`src/rtl/serial_alu_ctrl.sv`:
```
// Serial ALU controller: sequences an external 1-bit ALU slice over WIDTH
// cycles, one bit per cycle. SLT runs MSB first, all other ops LSB first.
module serial_alu_ctrl #(
    parameter int WIDTH = 8
) (
    input  logic             clk,
    input  logic             reset,
    // requester side
    input  logic             start,
    input  logic [WIDTH-1:0] a,
    input  logic [WIDTH-1:0] b,
    input  logic [2:0]       op,
    output logic             busy,
    output logic             done,
    output logic [WIDTH-1:0] result,
    output logic             carryout,
    // bit-slice side
    output logic             slice_a,
    output logic             slice_b,
    output logic [2:0]       slice_s,
    output logic             slice_carry_in,
    output logic             slice_slt_kin,
    output logic             slice_slt_ans_in,
    output logic             slice_first,
    input  logic             slice_out,
    input  logic             slice_carryout,
    input  logic             slice_slt_kout,
    input  logic             slice_slt_ans_out
);

    localparam int IW = (WIDTH > 1) ? $clog2(WIDTH) : 1;
    localparam logic [IW-1:0] LAST_IDX = IW'(WIDTH - 1);

    localparam logic [2:0] OP_ADD = 3'b000;
    localparam logic [2:0] OP_ILL = 3'b001;
    localparam logic [2:0] OP_SLT = 3'b011;

    typedef enum logic [1:0] {
        S_IDLE = 2'd0,
        S_RUN  = 2'd1,
        S_DONE = 2'd2
    } state_t;

    state_t           r_state;
    state_t           w_next;
    logic [WIDTH-1:0] r_a;
    logic [WIDTH-1:0] r_b;
    logic [2:0]       r_op;
    logic [IW-1:0]    r_idx;
    logic             r_carry;
    logic             r_k;
    logic             r_ans;
    logic [WIDTH-1:0] r_result;
    logic             r_carryout;

    logic             w_is_slt;
    logic             w_last;
    logic [IW-1:0]    w_bit;

    assign w_is_slt = (r_op == OP_SLT);
    assign w_last   = (r_idx == LAST_IDX);
    // SLT walks from the MSB down so the slice can resolve the sign bit first
    assign w_bit    = w_is_slt ? (LAST_IDX - r_idx) : r_idx;

    assign result   = r_result;
    assign carryout = r_carryout;

    // State register; reset aborts any operation in flight
    always_ff @(posedge clk) begin
        if (reset) begin
            r_state <= S_IDLE;
        end else begin
            r_state <= w_next;
        end
    end

    // Next-state and status outputs
    always_comb begin
        w_next = r_state;
        busy   = 1'b0;
        done   = 1'b0;
        case (r_state)
            S_IDLE: begin
                if (start) begin
                    w_next = (op == OP_ILL) ? S_DONE : S_RUN;
                end
            end
            S_RUN: begin
                busy = 1'b1;
                if (w_last) begin
                    w_next = S_DONE;
                end
            end
            S_DONE: begin
                done   = 1'b1;
                w_next = S_IDLE;
            end
            default: w_next = S_IDLE;
        endcase
    end

    // Operand latch, bit counter, slice feedback and result assembly
    always_ff @(posedge clk) begin
        if (reset) begin
            r_idx      <= '0;
            r_carry    <= 1'b0;
            r_k        <= 1'b1;
            r_ans      <= 1'b0;
            r_result   <= '0;
            r_carryout <= 1'b0;
        end else begin
            case (r_state)
                S_IDLE: begin
                    if (start) begin
                        r_idx      <= '0;
                        r_carry    <= 1'b0;
                        r_k        <= 1'b1;
                        r_ans      <= 1'b0;
                        r_result   <= '0;
                        r_carryout <= 1'b0;
                        if (op != OP_ILL) begin
                            r_a  <= a;
                            r_b  <= b;
                            r_op <= op;
                        end
                    end
                end
                S_RUN: begin
                    r_idx   <= w_last ? '0 : r_idx + 1'b1;
                    r_carry <= slice_carryout;
                    r_k     <= slice_slt_kout;
                    r_ans   <= slice_slt_ans_out;
                    if (w_is_slt) begin
                        // only the final comparison answer matters for SLT
                        if (w_last) begin
                            r_result <= {{(WIDTH-1){1'b0}}, slice_slt_ans_out};
                        end
                    end else begin
                        r_result[w_bit] <= slice_out;
                    end
                    if (w_last) begin
                        r_carryout <= (r_op == OP_ADD) ? slice_carryout : 1'b0;
                    end
                end
                default: ;
            endcase
        end
    end

    // Slice drive: live only during RUN, SLT-specific lines only for SLT
    always_comb begin
        slice_a          = 1'b0;
        slice_b          = 1'b0;
        slice_s          = 3'b000;
        slice_carry_in   = 1'b0;
        slice_slt_kin    = 1'b0;
        slice_slt_ans_in = 1'b0;
        slice_first      = 1'b0;
        if (r_state == S_RUN) begin
            slice_a = r_a[w_bit];
            slice_b = r_b[w_bit];
            slice_s = r_op;
            if (r_op == OP_ADD) begin
                slice_carry_in = r_carry;
            end
            if (w_is_slt) begin
                slice_slt_kin    = r_k;
                slice_slt_ans_in = r_ans;
                slice_first      = (r_idx == '0);
            end
        end
    end

endmodule

```
`config.mk`:
```
export PLATFORM = sky130hd
export DESIGN_NAME = serial_alu_ctrl
export DESIGN_NICKNAME = d
export VERILOG_FILES = /design/src/rtl/serial_alu_ctrl.sv
export SDC_FILE = /design/constraint.sdc
export NUM_CORES = 1
export LEC_CHECK = 0
export CAP_MARGIN = 20
export CORE_MARGIN = 10
export CORE_UTILIZATION = 52
export CTS_CLUSTER_DIAMETER = 40
export CTS_CLUSTER_SIZE = 40
export DETAILED_ROUTE_END_ITERATION = 10
export PLACE_DENSITY = 0.84
export SYNTH_ARGS = -nofsm -noshare
export SYNTH_HDL_FRONTEND = slang
export SYNTH_SLANG_ARGS = --single-unit
```
`constraint.sdc`:
```
create_clock -name clk -period 7.8 [get_ports clk]
set_clock_uncertainty 0.1 [all_clocks]
set_input_delay 0.78 -clock clk [delete_from_list [all_inputs] [get_ports clk]]
set_output_delay 0.78 -clock clk [all_outputs]
set_load 0.02 [all_outputs]
```
==> reports/results.ini <==
[run_status]
status = finished, final reports clean

[clocking]
cts_buffers = 5
path_clk_slew_ps = 120
cts_resized = 0
cts_buffer_depth = 2
cts_sinks = 36
clockRootBuffer = clkbuf_4
cts_tree = done
holdBufCountCts = 0
post_cts_buffers = 0
h-tree-depth = 2
clk_latency_ps = 340

[logic_synthesis]
async_reset_ff_share_pct = 0
synth-edff-count = 19
yosysSeqAreaShare_pct = 50.3
ys_warn_count = 0
avgSynthCellArea_um2 = 10.2
ys_types = 45
synth_seq_cells = 36
syn_area_um2 = 1810
synth_cells = 177
synth_nets = 206
synth-main-ff-cell = edfxtp_1

[sta]
drv_slew = 0
finalCritPeriodShare_pct = 48.2
hold_violations = 0
period_minus_slack_ps = 3760
rsz0062_at_grt = false
worstMarginPinSlew_ps = 954
timing.fmax_ghz = 0.266
tns_ps = 0
final-setup-viol-count = 0
whs_ps = 395
slew_headroom_pct = 36.3

[grt]
grt.total_usage_pct = 13.9
gr-total-overflow = 0
grt_max_degree = 31
antenna_found_initial = 0
grt_pass1_vias = 1497
grt_pass1_wl_mm = 7.21

[floorplan]
ios = 46
die_y_um = 79.0
fp.coreArea_um2 = 3360
die_area_um2 = 6240
die_w_um = 79.0
initial_utilization_pct = 53.9
rows = 21

[worst_setup_path]
crit_path_start_kind = flop
required_ps = 6920
crit_path_start = r_idx[0]
timing.rr.start = r_idx[1]
crit_chain = mux4_2 > or3_1 > o211ai_2 > a31oi_1 > clkdlybuf4s50_1
cp-end-kind = primary output
cpMaxStageDelayCell = dfxtp_1
criticalPathCategory = flop to primary output
r2r_end = result[3]
max_stage_delay_ps = 880
rrSetupSlack_ps = 5260
arrival_ps = 2880
r2r_cells = 7
path_max_fanout = 24

[layout]
fin_cells = 264
nets = 246
n_antenna_cell = 0
drive_above_1_share_pct = 7.34
final_core_util_pct = 69.8
num-fill-cells = 269
syn2layout_area_growth_pct = 29.6

[power_and_ir_drop]
vdd_ir_drop_max_mv = 0.112
p_per_area_nw_per_um2 = 175
total_leakage_power_nw = 0.804

[placed_design]
place_congestion = 0.891
port_buffers = 45
dpl.hpwl_mm = 3.29
dp.cells = 256

[route]
drt_wl_total_mm = 4.37
num_vias = 1594
wl_per_cell_um = 16.6
via_per_inst = 6.04
drc = 0
drt_iter0_markers = 163
dr.pass1.iters = 4
postRouteAntennaNets = 0

[hold_path]
min_path_cells = 2
hp-start = result[0]
hold_class = flop to flop
hold_end = result[0]

[run]
max_cap_violations = 0

[cell usage in the layout (no fill, tap or decap), types with 5 or more instances in the layout]
master,instances
dfxtp_1,17
a22oi_1,5
a21oi_1,14
clkbuf_4,5
nand3_1,10
o21ai_0,6
nor2_1,13
nand2_1,7
inv_1,6
clkdlybuf4s50_1,45
edfxtp_1,19
and3_1,5
[Yosys cell counts, types with 4 or more instances]
library cell / count / area share (%)
o21ai_0: 6 / 1.7
nand2_1: 7 / 1.5
a21oi_1: 14 / 3.9
buf_2: 4 / 1.1
nand4_1: 4 / 1.4
nand3_1: 10 / 2.8
and2_1: 4 / 1.4
nand2b_1: 4 / 1.4
o311ai_0: 4 / 1.9
dfxtp_1: 17 / 19
buf_4: 4 / 1.7
a22oi_1: 5 / 2.1
inv_1: 6 / 1.2
and3_1: 5 / 1.7
o211ai_1: 4 / 1.7
edfxtp_1: 19 / 31
nor2_1: 13 / 2.7
[state kept, by name, indices dropped and copies added, names as in the netlist]
register  count
r_b           8
r_carry       1
r_ans         1
r_op          3
r_idx         3
r_state       2
result        8
carryout      1
r_k           1
r_a           8
[stage by stage]
stage,cell area [um2],worst slack [ps],power [mW]
after global routing,2350,3860,0.428
after floorplan,1810,4890,0.253
final,2350,4040,0.411
after detailed placement,2260,4440,0.280
after global placement,2260,4530,0.277
after CTS,2350,4050,0.412
[where the power goes]
group          total, mW  internal, mW  switching (mW)
clock network      0.135        0.0685          0.0667
logic             0.0593        0.0294          0.0299
registers          0.216         0.207         0.00908
[worst max-delay path by stage]
stage | endpoint | slack (ps) | cells past startpoint
4_1_cts | slice_a | 4050 | 5
3_5_place_dp | slice_a | 4440 | 5
6_report | slice_a | 4040 | 5
5_1_grt | slice_a | 3860 | 6
2_1_floorplan | r_a[0] | 4890 | 4
3_3_place_gp | slice_a | 4530 | 5
[area by class of cell]
type | count | area (um2) | area share (%)
Sequential cell | 36 | 911 | 38.8
Multi-Input combinational cell | 121 | 806 | 34.3
Timing Repair Buffer | 46 | 458 | 19.5
Tap cell | 46 | 57.6 | 2.45
Clock inverter | 3 | 46.3 | 1.97
Clock buffer | 5 | 37.5 | 1.60
Inverter | 7 | 31.3 | 1.33
[kinds of logic after synthesis]
logic type,Yosys count,synth area share [%]
buffers and inverters,20,5.53
muxes,6,4.97
AOI/OAI and AO/OA,50,18.4
and+or+nand+nor,62,18.8
adders and majority gates,3,2.07
DFF,36,50.3
[worst max-delay path, delay by kind of cell (launching register included)]
kind | cells | cell delay (ps)
and+or+nand+nor | 1 | 350
buffers and inverters | 1 | 550
muxes | 1 | 600
AOI/OAI and AO/OA | 2 | 150
DFF | 1 | 880
[metal layers]
layer | global-route usage [%] | vias up | part of all wire [%]
met5 | 0 | - | 0
li1 | - | 754 | -
met2 | 23.5 | 72 | 52
met1 | 15.9 | 761 | 39
met4 | 4.30 | 0 | 1.1
met3 | 5.29 | 7 | 7.7
No activity file was read; power rests on OpenSTA's default activity.
